`src/rtl/temp_calc_multi.sv`:
```
// Multi-channel temperature calculator: sequential per-channel scan with a shared shift-add multiplier,
// per-frame maximum tracking and a hysteretic alarm. Optional IIR smoothing is enabled by AVG_FILTER_EN.
module temp_calc_multi #(
    parameter int CH_COUNT   = 4,
    parameter int SENSOR_W   = 4,
    parameter int COEF_W     = 4,
    parameter int BASE_W     = 5,
    parameter int FRAC_BITS  = 3,
    parameter int TEMP_W     = 8,
    parameter int ALARM_HYST = 2
) (
    input  logic                                           clk,
    input  logic                                           rst,
    input  logic                                           start,
    input  logic [CH_COUNT*SENSOR_W-1:0]                   sensor_bus,
    input  logic [CH_COUNT*BASE_W-1:0]                     base_bus,
    input  logic [CH_COUNT*COEF_W-1:0]                     coef_bus,
    input  logic [TEMP_W-1:0]                              threshold,
    output logic                                           busy,
    output logic                                           temp_valid,
    output logic [((CH_COUNT > 1) ? $clog2(CH_COUNT) : 1)-1:0] temp_ch,
    output logic [TEMP_W-1:0]                              temperature,
    output logic                                           frame_done,
    output logic [TEMP_W-1:0]                              max_temp,
    output logic [((CH_COUNT > 1) ? $clog2(CH_COUNT) : 1)-1:0] max_ch,
    output logic                                           alarm,
    output logic                                           overflow
);
    localparam int CH_W   = (CH_COUNT > 1) ? $clog2(CH_COUNT) : 1;
    localparam int PROD_W = COEF_W + SENSOR_W;
    localparam int WIDE_W = (BASE_W > PROD_W) ? BASE_W : PROD_W;
    localparam int SUM_W  = ((WIDE_W > TEMP_W) ? WIDE_W : TEMP_W) + 1;
    localparam int CNT_W  = $clog2(COEF_W + 1);
    localparam logic [SUM_W-1:0]  SAT_MAX = SUM_W'((64'd1 << TEMP_W) - 64'd1);
    localparam logic [TEMP_W-1:0] HYST    = TEMP_W'(ALARM_HYST);
    localparam logic [CH_W-1:0]   LAST_CH = CH_W'(CH_COUNT - 1);
    localparam logic [CNT_W-1:0]  LAST_MUL = CNT_W'(COEF_W - 1);

    typedef enum logic [2:0] {S_IDLE, S_LOAD, S_MUL, S_EMIT, S_DONE} state_t;

    state_t                       state_q, state_d;
    logic [CH_W-1:0]              ch_q, ch_d;
    logic [CNT_W-1:0]             cnt_q, cnt_d;
    logic [CH_COUNT*SENSOR_W-1:0] sensor_lat_q, sensor_lat_d;
    logic [CH_COUNT*BASE_W-1:0]   base_lat_q, base_lat_d;
    logic [CH_COUNT*COEF_W-1:0]   coef_lat_q, coef_lat_d;
    logic [TEMP_W-1:0]            thr_q, thr_d;
    logic [PROD_W-1:0]            mcand_q, mcand_d, acc_q, acc_d;
    logic [COEF_W-1:0]            mplier_q, mplier_d;
    logic [BASE_W-1:0]            base_sel_q, base_sel_d;
    logic [TEMP_W-1:0]            temp_q, temp_d, run_max_q, run_max_d, max_temp_q, max_temp_d;
    logic [CH_W-1:0]              temp_ch_q, temp_ch_d, run_max_ch_q, run_max_ch_d, max_ch_q, max_ch_d;
    logic                         alarm_q, alarm_d, overflow_q, overflow_d;

    logic [SUM_W-1:0]             sum;
    logic                         raw_sat;
    logic [TEMP_W-1:0]            raw_temp, emit_temp, hyst_floor;

`ifdef AVG_FILTER_EN
    logic [TEMP_W-1:0]            filt_q [CH_COUNT];
    logic [TEMP_W-1:0]            filt_d [CH_COUNT];
    logic                         seeded_q, seeded_d;
    logic [TEMP_W:0]              filt_sum;
`endif

    // Result path for the channel being emitted; sum carries one spare bit so saturation is detectable.
    always_comb begin
        sum      = SUM_W'(base_sel_q) + SUM_W'(acc_q >> FRAC_BITS);
        raw_sat  = (sum > SAT_MAX);
        raw_temp = raw_sat ? '1 : sum[TEMP_W-1:0];
`ifdef AVG_FILTER_EN
        filt_sum  = {1'b0, filt_q[ch_q]} + {1'b0, raw_temp} + 1'b1;
        emit_temp = seeded_q ? filt_sum[TEMP_W:1] : raw_temp;
`else
        emit_temp = raw_temp;
`endif
        hyst_floor = (thr_q > HYST) ? (thr_q - HYST) : '0;
    end

    // NOTE: every variable gets its hold value first, so no branch below can leave one unassigned (no latches).
    always_comb begin
        state_d      = state_q;
        ch_d         = ch_q;
        cnt_d        = cnt_q;
        sensor_lat_d = sensor_lat_q;
        base_lat_d   = base_lat_q;
        coef_lat_d   = coef_lat_q;
        thr_d        = thr_q;
        mcand_d      = mcand_q;
        acc_d        = acc_q;
        mplier_d     = mplier_q;
        base_sel_d   = base_sel_q;
        temp_d       = temp_q;
        temp_ch_d    = temp_ch_q;
        run_max_d    = run_max_q;
        run_max_ch_d = run_max_ch_q;
        max_temp_d   = max_temp_q;
        max_ch_d     = max_ch_q;
        alarm_d      = alarm_q;
        overflow_d   = overflow_q;
`ifdef AVG_FILTER_EN
        filt_d       = filt_q;
        seeded_d     = seeded_q;
`endif
        unique case (state_q)
            S_IDLE: begin
                if (start) begin
                    sensor_lat_d = sensor_bus;
                    base_lat_d   = base_bus;
                    coef_lat_d   = coef_bus;
                    thr_d        = threshold;
                    overflow_d   = 1'b0;
                    run_max_d    = '0;
                    run_max_ch_d = '0;
                    ch_d         = '0;
                    state_d      = S_LOAD;
                end
            end
            S_LOAD: begin
                mcand_d    = PROD_W'(sensor_lat_q[ch_q*SENSOR_W +: SENSOR_W]);
                mplier_d   = coef_lat_q[ch_q*COEF_W +: COEF_W];
                base_sel_d = base_lat_q[ch_q*BASE_W +: BASE_W];
                acc_d      = '0;
                cnt_d      = '0;
                state_d    = S_MUL;
            end
            S_MUL: begin
                if (mplier_q[0]) acc_d = acc_q + mcand_q;
                mcand_d  = mcand_q << 1;
                mplier_d = mplier_q >> 1;
                cnt_d    = cnt_q + 1'b1;
                if (cnt_q == LAST_MUL) state_d = S_EMIT;
            end
            S_EMIT: begin
                temp_d    = emit_temp;
                temp_ch_d = ch_q;
                if (raw_sat) overflow_d = 1'b1;
`ifdef AVG_FILTER_EN
                filt_d[ch_q] = emit_temp;
`endif
                // Strictly greater, so on a tie the earlier (lower) channel stays recorded.
                if (emit_temp > run_max_q) begin
                    run_max_d    = emit_temp;
                    run_max_ch_d = ch_q;
                end
                if (ch_q == LAST_CH) begin
                    state_d = S_DONE;
                end else begin
                    ch_d    = ch_q + 1'b1;
                    state_d = S_LOAD;
                end
            end
            S_DONE: begin
                max_temp_d = run_max_q;
                max_ch_d   = run_max_ch_q;
                if (run_max_q >= thr_q)           alarm_d = 1'b1;
                else if (run_max_q < hyst_floor)  alarm_d = 1'b0;
`ifdef AVG_FILTER_EN
                seeded_d = 1'b1;
`endif
                state_d = S_IDLE;
            end
            default: state_d = S_IDLE;
        endcase
    end

    // NOTE: state registers use non-blocking assignments so every flop samples pre-edge values.
    always_ff @(posedge clk or posedge rst) begin
        if (rst) begin
            state_q      <= S_IDLE;
            ch_q         <= '0;
            cnt_q        <= '0;
            sensor_lat_q <= '0;
            base_lat_q   <= '0;
            coef_lat_q   <= '0;
            thr_q        <= '0;
            mcand_q      <= '0;
            acc_q        <= '0;
            mplier_q     <= '0;
            base_sel_q   <= '0;
            temp_q       <= '0;
            temp_ch_q    <= '0;
            run_max_q    <= '0;
            run_max_ch_q <= '0;
            max_temp_q   <= '0;
            max_ch_q     <= '0;
            alarm_q      <= 1'b0;
            overflow_q   <= 1'b0;
        end else begin
            state_q      <= state_d;
            ch_q         <= ch_d;
            cnt_q        <= cnt_d;
            sensor_lat_q <= sensor_lat_d;
            base_lat_q   <= base_lat_d;
            coef_lat_q   <= coef_lat_d;
            thr_q        <= thr_d;
            mcand_q      <= mcand_d;
            acc_q        <= acc_d;
            mplier_q     <= mplier_d;
            base_sel_q   <= base_sel_d;
            temp_q       <= temp_d;
            temp_ch_q    <= temp_ch_d;
            run_max_q    <= run_max_d;
            run_max_ch_q <= run_max_ch_d;
            max_temp_q   <= max_temp_d;
            max_ch_q     <= max_ch_d;
            alarm_q      <= alarm_d;
            overflow_q   <= overflow_d;
        end
    end

`ifdef AVG_FILTER_EN
    // NOTE: the filter array is reset explicitly because the first-frame seed logic relies on a known state.
    always_ff @(posedge clk or posedge rst) begin
        if (rst) begin
            for (int i = 0; i < CH_COUNT; i++) filt_q[i] <= '0;
            seeded_q <= 1'b0;
        end else begin
            filt_q   <= filt_d;
            seeded_q <= seeded_d;
        end
    end
`endif

    assign busy        = (state_q != S_IDLE);
    assign temp_valid  = (state_q == S_EMIT);
    assign frame_done  = (state_q == S_DONE);
    assign temperature = temp_valid ? emit_temp : temp_q;
    assign temp_ch     = temp_valid ? ch_q : temp_ch_q;
    assign max_temp    = frame_done ? run_max_q : max_temp_q;
    assign max_ch      = frame_done ? run_max_ch_q : max_ch_q;
    assign alarm       = alarm_q;
    assign overflow    = overflow_q;

endmodule
```
`config.mk`:
```
export PLATFORM = sky130hd
export DESIGN_NAME = temp_calc_multi
export DESIGN_NICKNAME = d
export VERILOG_FILES = /design/src/rtl/temp_calc_multi.sv
export SDC_FILE = /design/constraint.sdc
export NUM_CORES = 1
export LEC_CHECK = 0
export CAP_MARGIN = 20
export CORE_ASPECT_RATIO = 0.5
export CORE_MARGIN = 5
export CORE_UTILIZATION = 49
export CTS_CLUSTER_SIZE = 16
export DETAILED_ROUTE_END_ITERATION = 10
export PLACE_DENSITY = 0.76
export SLEW_MARGIN = 20
export SYNTH_ARGS = -nofsm -noshare
export SYNTH_HDL_FRONTEND = slang
export SYNTH_SLANG_ARGS = --single-unit
```
`constraint.sdc`:
```
create_clock -name clk -period 3.9 [get_ports clk]
set_input_delay 0.39 -clock clk [delete_from_list [all_inputs] [get_ports clk]]
set_output_delay 0.39 -clock clk [all_outputs]
set_load 0.03 [all_outputs]
```
Word level (Yosys, flattened, before mapping) --
Index checks and enable logic that the tools add are counted.
Word-level totals: register bits 125, bits of input ports 63, output and inout bits 25
Cells by class: add/subtract/negate cells 5, multiply operators 1, $lt $le $gt $ge 5, eq/ne operators 12, shifts and indexed selects 3, multiplexer cells 28, reductions and logical operators 12
Operator list (count):
- two-way mux 8 bit | 7
- case mux 8 bit (2 select lines) | 3
- variable part select 16 x 5 -> 4 bit | 2
- variable part select 20 x 6 -> 5 bit | 1
- case mux 3 bit (4 select lines) | 1
- two-way mux 2 bit | 5
- equality test 3 x 2 -> 1 bit, second input constant | 3
- two-way mux 3 bit | 3
- AND reduction 3 bit | 3
- adder 8 bit | 1
- >= comparator 8 bit | 1
- > comparator 6 x 8 -> 1 bit, second input constant | 1
- > comparator 8 x 2 -> 1 bit, second input constant | 1
- > comparator 8 bit | 1
- < comparator 8 bit | 1
- inequality test 2 bit, second input constant | 4
- case mux 2 bit (2 select lines) | 2
- case mux 4 bit (2 select lines) | 1
- AND reduction 2 bit | 4
- subtractor 8 x 2 -> 8 bit, second input constant | 1
- adder 5 x 5 -> 6 bit | 1
- case mux 3 bit (2 select lines) | 1
- nonzero test 2 bit | 3
- multiplier 2 x 3 -> 5 bit, second input constant | 1
- 10 further kinds | 14

Longest topological paths before layout --
Gate-level depths: netlist of the first run.
depth after elaboration 6, gate-level depth with buffers 13, mapped depth without buffers 12

Worst setup path before layout of the first run --
Ideal clock, no wire load.
kind reg-to-reg, from register acc_q[4], to register run_max_q[1], library setup time 0.121 ns, arrival time 2.827 ns, required time 3.779 ns, setup slack 0.952 ns, stages on the path, launching flop included 14, path buffers 1, clock period less this slack 2.948 ns, cell sequence dfrtp_1 -> ha_1 -> a21o_1 -> a21oi_1 -> nor2_1 -> a211oi_1 -> inv_1 -> ha_1 -> a21o_1 -> mux2_2 -> o31a_1 -> and2_1 -> buf_2 -> a22o_1
On the way: cells in the longest elaborated chain, start to end 6
Ends and longest elaborated chain:
- start, declared | line 48 | logic [PROD_W-1:0] mcand_q, mcand_d, acc_q, acc_d;
- start signal, assigned | line 178 | acc_q <= '0;
- start signal, assigned | line 198 | acc_q <= acc_d;
- adder 5 x 5 -> 6 bit (*) | line 68 | sum = SUM_W'(base_sel_q) + SUM_W'(acc_q >> FRAC_BITS);
- > comparator 6 x 8 -> 1 bit | line 69 | raw_sat = (sum > SAT_MAX);
- two-way mux 8 bit (*) | line 70 | raw_temp = raw_sat ? '1 : sum[TEMP_W-1:0];
- > comparator 8 bit | line 142 | if (emit_temp > run_max_q) begin
- inequality test 2 x 1 -> 1 bit (no source line)
- AND reduction 3 bit (no source line)
- end signal, assigned | line 203 | run_max_q <= run_max_d;
- end, declared | line 51 | logic [TEMP_W-1:0] temp_q, temp_d, run_max_q, run_max_d, max_temp_q, max_temp_d;
Mark *: on every way between the ends. The rest lies on a longest branch, timed or not. The select of a mux whose other input is x is not followed. A chain may end at the register's enable or synchronous reset.

Worst setup path in the final report of the first run --
from register acc_q[3], to output port temperature[4]
On the way: cells in the longest elaborated chain, start to end 4
Ends and longest elaborated chain:
- adder 5 x 5 -> 6 bit (*) | line 68
- > comparator 6 x 8 -> 1 bit | line 69
- two-way mux 8 bit (*) | line 70
- two-way mux 8 bit (*)
- end, declared | line 22 | output logic [TEMP_W-1:0] temperature,
Mark *: on every way between the ends. The rest lies on a longest branch, timed or not.

==> results of run 1 <==
-- final timing paths --
path | from | to | depth (start not counted)
worst max-delay path | acc_q[3]$_DFFE_PP0P_ | temperature[4] | 8
worst min-delay path | rst | overflow$_DFFE_PP0P_ | 2
worst max register to register | acc_q[4]$_DFFE_PP0P_ | run_max_q[1]$_DFFE_PP0P_ | 12
worst min register to register | base_lat_q[14]$_DFFE_PP0P_ | base_lat_q[14]$_DFFE_PP0P_ | 2
max in group asynchronous | rst | mcand_q[7]$_DFFE_PP0N_ | 3
min in group clk | base_lat_q[14]$_DFFE_PP0P_ | base_lat_q[14]$_DFFE_PP0P_ | 2
-- stage by stage --
stage          total power (uW)  setup WS (ps)  hold slack (ps)  utilization [%]
2_1_floorplan              3890            239              440                -
3_3_place_gp               4470            812              453             59.0
3_5_place_dp               4570            688              458             59.0
4_1_cts                    6180            572              427             63.9
5_1_grt                    6600            408              473             63.9
6_report                   6150            563              414             63.9
-- routing by layer --
metal	wire (um)	vias up
li1	-	2247
met1	6480	2257
met2	6250	130
met3	795	11
met4	89	0
met5	0	-
-- cells in the mapped netlist, drive strengths merged (2+ instances only) --
cell,count
a22oi,7
a311oi,2
nor3b,5
fa,2
mux2,10
nand3,10
xor2,5
buf,17
nor2b,2
o21bai,2
a21o,8
clkbuf,11
ha,33
o21a,2
nand4,3
nand2b,2
xnor2,5
a211oi,4
mux4,13
nor2,14
a22o,14
o21ai,21
a21oi,9
inv,25
dfrtp,123
mux2i,5
and2,7
nand2,235
nor3,7
-- sequential cells by signal (all words and copies together) (netlist names) --
signal,count
temp_q,8
base_lat_q,20
max_ch_q,2
mcand_q,8
run_max_ch_q,2
ch_q,2
sensor_lat_q,16
base_sel_q,5
coef_lat_q,16
acc_q,8
state_q,3
max_temp_q,8
mplier_q,4
thr_q,8
alarm,1
overflow,1
run_max_q,6
temp_ch_q,2
cnt_q,3
-- power breakdown --
group	switching, uW	internal (uW)	total, uW
combinational	1410	1070	2490
sequential	362	1770	2130
clock	632	900	1530
-- cells by family after synthesis --
kind of cell	after synthesis	synth area share [%]
AO/OA/AOI/OAI	77	8.84
XOR/XNOR	10	1.45
adder cells (fa/ha/maj)	35	7.49
buffers and inverters	53	3.68
flip-flops	123	50.9
multiplexers	28	7.53
AND/OR/NAND/NOR	290	20.1
-- final cells by class --
| class | count | area [sq um] | area share (%) |
|---|---|---|---|
| clock inverters | 15 | 151 | 1.98 |
| inverters | 25 | 96.3 | 1.26 |
| well taps | 165 | 206 | 2.71 |
| clock buffers | 17 | 425 | 5.58 |
| flip-flops and latches | 123 | 3080 | 40.3 |
| repair buffers | 92 | 921 | 12.1 |
| multi-input cells | 440 | 2750 | 36.1 |
==> impl_metrics.toml, run 1 <==
[detailed_routing]
drtPass1Iterations = 5
drt_iter0_drc = 345
ant_nets = 0
drc = 0
routed-via-count = 4645
post_drt_wl_per_cell_um = 15.5
routed_wl_um = 13600
viasPerCell = 5.30

[timing]
finalSetupTns_ps = 0
rsz0062_at_grt = "false"
max_slew_margin_pct = 32.0
worst_pin_slew_ps = 1020
setup_viol = 0
min_period_ps = 3340
finalMaxSlewViolations = 0
post-route-period-util_pct = 85.6
fin_skew_ps = 11.8
report.final.hold_viol_count = 0
max_freq_ghz = 0.300

[place]
place_hpwl_um = 9080
postPlaceCellArea_sq_um = 7050
gp_congestion = 0.806
io_buffer_count = 87
placed_cells = 845

[die]
rows = 28
die-height_um = 88.6
start_util_pct = 50.6
die_area_sq_um = 14800
io_pins = 88
core_area_sq_um = 11900
die_width_um = 167

[power_and_ir_drop]
p_leak_uw = 0.00379
p_per_area_nw_per_um2 = 806
max-vdd-ir-drop_v = 0.000346

[cells_and_area]
design_area_sq_um = 7630
layout-drive-gt1-share_pct = 9.97
mostFrequentLayoutCells = "nand2_1 (232), dfrtp_1 (123), clkdlybuf4s50_1 (87)"
final_cell_count_no_fill = 877
fill_cells = 968
layout.nets = 797
diodes = 0
syn_to_final_growth_pct = 26.2
final_common_cell = "nand2_1"

[setup_path]
critPathKind = "flip-flop to primary output"
crit_top_cell = "nand2_1"
end_kind = "primary output"
crit_buf_inv = 1
path_cells = "ha_1, fa_1, a21o_1, a21oi_1, xnor2_1, nand2_1, nand2_1, clkdlybuf4s50_1"
slowest_stage = "clkdlybuf4s50_1"
cp.arrival_ps = 2950
cp_top_family = "buffers and inverters"
cp.required_ps = 3510
crit_path_start_kind = "flip-flop"
reg2reg_slack_ps = 630
cp_max_fo = 3
max_stage_delay_ps = 670

[global_routing]
antenna_found_initial = 0
busiest_layer = "met2"
grt-ovfl-total = 0
grt_use_met1_pct = 27.1
grt_pass1_wl_um = 23100
met3_usage_pct = 4.11
grt_start_max_net_pins = 76
grtUsageTotal_pct = 19.5
grtUsageMet2_pct = 31.5
grt_pass1_vias = 4743

[cts]
cts-buffers-inserted = 17
h-tree-depth = 4
cts.sinks = 123
clockBufferDepth = 2
clkLatencyLatePin_ps = 420
cts_setup_buffers = 0
cts_hold_buf = 0
cts-resized-gates = 0
cts_tree = "yes"
clockRootBuffer = "clkbuf_16"
clk_pin_slew_ps = 60

[synthesis]
synthFlopType = "dfrtp_1"
synth.area.top_cells = "dfrtp_1 (51%), nand2_1 (14%), ha_1 (6.8%)"
yosysSeqAreaShare_pct = 50.9
synthCells = 616
async_flop_share_pct = 100
yosysWarnings = 0
synthesis.nets = 714
yosysTopAreaCellShare_pct = 50.9
yosys_register_bits = 123
postSynthAreaPerCell_sq_um = 9.82
syn_area_sq_um = 6050
yosys.cell_types.count = 49
synth_edf_count = 0
yosys.area.top_type = "dfrtp_1"

[flow_run]
drv_cap = 0

[min_path]
hold_class = "input port to asynchronous set/reset pin"

[status]
status = "complete, no violations"
Power figures use the tool's default switching activity.
==> inputs of run 2 (changes only) <==
Settings changed: ABC_AREA set to 1, CORE_UTILIZATION 49 to 51, DONT_BUFFER_PORTS set to 1, PLACE_DENSITY 0.76 to 0.69.
==> impl_metrics.toml, run 2 <==
[synthesis]
postSynthAreaPerCell_sq_um = 8.21
synthTopCellsByCount = "nand2_1 (276), dfrtp_1 (123), inv_1 (65)"
yosysTopAreaCellShare_pct = 49.8
async_flop_share_pct = 100
yosysSeqAreaShare_pct = 49.8
yosys.area.top_type = "dfrtp_1"
yosys.cell_types.count = 41
synthFlopType = "dfrtp_1"
synth_edf_count = 0
synth.area.top_cells = "dfrtp_1 (50%), nand2_1 (17%), ha_1 (6.7%)"
synthCells = 752
yosys_register_bits = 123
yosysWarnings = 0
synthesis.nets = 850
yosysMostFrequentCell = "nand2_1"
syn_area_sq_um = 6180

[cts]
clk_pin_slew_ps = 50
cts_tree = "yes"
h-tree-depth = 4
clkLatencyLatePin_ps = 410
clockRootBuffer = "clkbuf_16"
clockBufferDepth = 2
cts.sinks = 123
cts-buffers-inserted = 17
cts-resized-gates = 0
cts_hold_buf = 0
cts_setup_buffers = 0

[die]
rows = 28
die-height_um = 87.8
core_area_sq_um = 11800
die_width_um = 166
start_util_pct = 52.2
io_pins = 88
die_area_sq_um = 14500

[setup_path]
cp_max_fo = 8
end_kind = "flip-flop"
cp.required_ps = 4200
worstRegToRegCells = 16
critPathKind = "flip-flop to flip-flop"
cp.arrival_ps = 3370
crit_path_start_kind = "flip-flop"

[timing]
post-route-period-util_pct = 78.7
worst_pin_slew_ps = 1070
max_slew_margin_pct = 27.8
finalSetupTns_ps = 0
rsz0062_at_grt = "false"
min_period_ps = 3070
fin_hold_ws_ps = 25.1
setup_viol = 0
fin_skew_ps = 7.25
report.final.hold_viol_count = 0
finalMaxSlewViolations = 0
max_freq_ghz = 0.326

[global_routing]
grt_pass1_wl_um = 24500
antenna_found_initial = 0
grtUsageTotal_pct = 21.3
grt_pass1_vias = 4841
grt-ovfl-total = 0
grt_start_max_net_pins = 70

[flow_run]
drv_cap = 0

[cells_and_area]
design_area_sq_um = 6870
largest-register = "base_lat_q"
largest_reg_flops = 20
layout.nets = 851
mostFrequentLayoutCells = "nand2_1 (276), dfrtp_1 (123), inv_1 (64)"
reg_top3 = "base_lat_q (20), coef_lat_q (16), sensor_lat_q (16)"
final_common_cell = "nand2_1"
layout-drive-gt1-share_pct = 8.12
syn_to_final_growth_pct = 11.1
diodes = 0

[detailed_routing]
drtPass1Iterations = 5
viasPerCell = 5.19
routed-via-count = 4826
routed_wl_um = 14300
drc = 0
drt_iter0_drc = 290
post_drt_wl_per_cell_um = 15.4
ant_nets = 0

[place]
io_buffer_count = 0
gp_congestion = 0.864
place_hpwl_um = 10200
postPlaceCellArea_sq_um = 6300

[power_and_ir_drop]
max-vdd-ir-drop_v = 0.000366
p_per_area_nw_per_um2 = 909
p_leak_uw = 0.00357

[min_path]
hold_class = "input port to asynchronous set/reset pin"

[status]
status = "complete, no violations"
run 2: layout make-up:
type,count,area (sq um)
Inverter,72,274
Sequential cell,123,3080
Tap cell,165,206
Fill cell,1128,4980
Clock inverter,9,124
Timing Repair Buffer,9,67.6
Multi-Input combinational cell,530,2680
Clock buffer,21,440
run 2: worst max-delay path: stages, from the launching register on:
cell and delay, ps:
dfrtp_1 400, ha_1 250, fa_1 400, nand2_1 70, inv_1 50, o21ai_0 190
nand2_1 90, xor2_1 200, inv_1 70, ha_1 290, nand2_1 70, inv_1 50
a21boi_0 90, o21ai_1 400, nand2_2 200, nand2_1 100, nand2_1 50
run 2: worst paths after layout:
check	from	end	slack (ps)
setup / recovery	acc_q[3]$_DFFE_PP0P_	run_max_ch_q[1]$_DFFE_PP0P_	830
hold / removal	rst	thr_q[7]$_DFFE_PP0P_	30
setup reg to reg	acc_q[3]$_DFFE_PP0P_	run_max_ch_q[1]$_DFFE_PP0P_	830
hold reg to reg	base_lat_q[0]$_DFFE_PP0P_	base_lat_q[0]$_DFFE_PP0P_	470
max in group asynchronous	rst	coef_lat_q[4]$_DFFE_PP0P_	2990
min in group clk	coef_bus[2]	coef_lat_q[2]$_DFFE_PP0P_	80
run 2: logic make-up (layout without fill, tap and decap cells):
| logic type | after synthesis | after routing | share of synthesized area, % |
|---|---|---|---|
| and+or+nand+nor | 369 | 369 | 24.3 |
| DFF | 123 | 123 | 49.8 |
| AOI/OAI and AO/OA | 122 | 122 | 11.1 |
| buffers and inverters | 99 | 111 | 6.87 |
| adders and majority gates | 35 | 35 | 7.33 |
| xor gates and xnor gates | 4 | 4 | 0.567 |
run 2: stage by stage:
stage / total power (uW) / utilization, % / cells / setup slack [ps]
4_1_cts: 6280 / 58.0 / 929 / 862
3_3_place_gp: 4610 / 53.2 / 899 / 1020
2_1_floorplan: 4090 / - / 752 / 239
6_report: 6240 / 58.0 / 929 / 831
5_1_grt: 6810 / 58.0 / 929 / 537
3_5_place_dp: 4700 / 53.2 / 899 / 904
run 2: report_power, final:
group          internal [uW]  total, uW  switching [uW]
Clock                    991       1540             545
Combinational            846       2560            1720
Sequential              1790       2140             354
run 2: routing by layer:
layer / GRT usage [%] / vias to the layer above / wire length (um)
met5: 0 / - / 0
met3: 5.77 / 13 / 1020
met2: 33.6 / 138 / 6330
met1: 29.4 / 2261 / 6840
met4: 5.99 / 0 / 136
li1: - / 2414 / -
==> RTL edit, RTL diff (config.mk and constraints of run 1) <==
Register the inputs `start`, `sensor_bus`, `base_bus`, `coef_bus` and `threshold` before use, without a reset. The logic sees them one clock later.
--- a/src/rtl/temp_calc_multi.sv
+++ b/src/rtl/temp_calc_multi.sv
@@ -38,6 +38,20 @@
 
     typedef enum logic [2:0] {S_IDLE, S_LOAD, S_MUL, S_EMIT, S_DONE} state_t;
 
+    logic start_q;
+    logic [CH_COUNT*SENSOR_W-1:0] sensor_bus_q;
+    logic [CH_COUNT*BASE_W-1:0] base_bus_q;
+    logic [CH_COUNT*COEF_W-1:0] coef_bus_q;
+    logic [TEMP_W-1:0] threshold_q;
+
+    always_ff @(posedge clk) begin
+        start_q      <= start;
+        sensor_bus_q <= sensor_bus;
+        base_bus_q   <= base_bus;
+        coef_bus_q   <= coef_bus;
+        threshold_q  <= threshold;
+    end
+
     state_t                       state_q, state_d;
     logic [CH_W-1:0]              ch_q, ch_d;
     logic [CNT_W-1:0]             cnt_q, cnt_d;
@@ -104,11 +118,11 @@
 `endif
         unique case (state_q)
             S_IDLE: begin
-                if (start) begin
-                    sensor_lat_d = sensor_bus;
-                    base_lat_d   = base_bus;
-                    coef_lat_d   = coef_bus;
-                    thr_d        = threshold;
+                if (start_q) begin
+                    sensor_lat_d = sensor_bus_q;
+                    base_lat_d   = base_bus_q;
+                    coef_lat_d   = coef_bus_q;
+                    thr_d        = threshold_q;
                     overflow_d   = 1'b0;
                     run_max_d    = '0;
                     run_max_ch_d = '0;
Formal check against the unedited RTL: not equivalent (a bounded check fails within 4 cycles, from zero or initial values and one cycle with rst high).
==> RTL edit against run 1 <==
Power is 15% higher. Largest cell class unchanged. Clock power is 5% higher. Final area is 18% higher. Sequential share of layout area is 7.5 points higher. Area after synthesis is 22% higher. Setup slack worse by 0.033 ns. Wire length is 0.12% higher. Sequential cell count is 61 higher.
==> RTL edit: results (changes against run 1) <==
Status
  – Status: complete, no violations

STA
  – Max_slew headroom: 34.65% (+2.6 points)
  – Clock Skew: 0.009832 ns (-0.001926 ns)

Pwr
  – Internal power: 4.629 mW (+24%)
  – Clk power: 1.61 mW (+5%)
  – Power share of the combinational group: 36.6% (-3.8 points)
  – PD cells: 789.2 mW/mm² (-2.0%)
  – Worst VDD drop: 0.3928 mV (+13%)

Yosys
  – Sequential area share after synthesis: 58.47% (+7.6 points)
  – Post-synth net total: 641 (-10%)
  – Netlist cell types: 55 (+12%)
  – Ys async rst share: 66.85% (-33 points)
  – Largest cells by area after synthesis: dfrtp_1 (42%), dfxtp_1 (17%), mux2_2 (10%), ha_1 (5.6%), mux4_2 (4.0%)
  – Avg Inst Size Synth: 13.54 µm² (+38%)
  – Post-synth top cells: dfrtp_1 (123), mux2_2 (66), dfxtp_1 (61)

Critical path
  – FF-to-FF path depth: 10 (-2)

Cells and area
  – Seq_cells: 184 (+50%)
  – Syn-to-layout area delta: 22.19%
  – Ratio of cells with drive above 1 in the final layout: 21.64% (+12 points)
  – Data buffer area share: 10.47% (-1.6 points)
  – CLK BUF: 18 (+1)
  – Fill cells: 1,137 (+17%)
  – Inverters: 19 (-24%)
  – #MultiIn Comb: 319 (-28%)
  – Sequential share of cell area: 47.85% (+7.5 points)
  – Multi-input logic area: 0.002861 mm² (+4.0%)
  – Non-CTS buffers: 93 (+1.1%)
  – Largest regs: base_bus_q: 20 flops, base_lat_q: 20 flops
  – Final nets: 732 (-8.2%)
  – Clock buffers and inverters, area share: 6.253% (-1.3 points)

Drt
  – DR WL met2: 6.423 mm (+2.8%)
  – Routed WL per cell: 16.13 µm (+3.9%)
  – Routed wl met3: 563 µm (-29%)
  – DRT iter0 DRCs: 199 (-42%)
  – Met1 wire length: 6.542 mm (+0.91%)
  – Via density: 5.215 (-1.5%)

Global routing
  – M1 GR Usage: 22.79% (-4.3 points)
  – All-Layer GR Usage: 16.21% (-3.3 points)
  – Initial antenna violation count: 0 (unchanged)
  – Met2 usage: 25.16% (-6.4 points)
  – Largest net degree at the start of global routing: 69 (-9.2%)
  – Grt met3 use: 3.786% (-0.32 points)
  – Vias in the first global route: 4,562 (-3.8%)

Place
  – DP HPWL: 9.734 mm (+7.2%)
  – Setup WS pre-CTS: 0.7399 ns (+0.05236 ns)
  – Post-DP Area: 0.008423 mm² (+19%)
  – Number of cells after detailed placement: 813 (-3.8%)
  – Final GP Congestion: 0.8794 (+9.1%)

Floorplanning
  – N_taps: 198 (+20%)

Hold path
  – Hold Path Class: in -> reg
[RTL edit: critical path, stage by stage, from the launching register on]
cell and delay (ns):
dfrtp_1 0.41, ha_1 0.25, fa_1 0.41, a21o_1 0.17
a21oi_1 0.18, xnor2_1 0.18, and2_1 0.19, a21o_1 0.11
clkdlybuf4s50_1 0.67
[RTL edit: path summary, 6_finish.rpt]
path                                      from              to  slack, ns
worst max-delay path                  acc_q[3]  temperature[4]       0.53
max in group asynchronous                  rst        acc_q[1]       2.64
worst max register to register        acc_q[3]    run_max_q[1]       0.76
worst min register to register  threshold_q[1]        thr_q[1]       0.43
worst min-delay path               base_bus[0]   base_bus_q[0]       0.41
min in group asynchronous                  rst        thr_q[5]       0.50
[RTL edit: kinds of logic after synthesis]
group / Yosys count / synth area share (%)
buffers and inverters: 40 / 2.705
xor gates and xnor gates: 11 / 1.310
adders and majority gates: 35 / 6.160
muxes: 92 / 16.45
AOI/OAI and AO/OA: 98 / 8.968
DFF: 184 / 58.47
and+or+nand+nor: 83 / 5.939
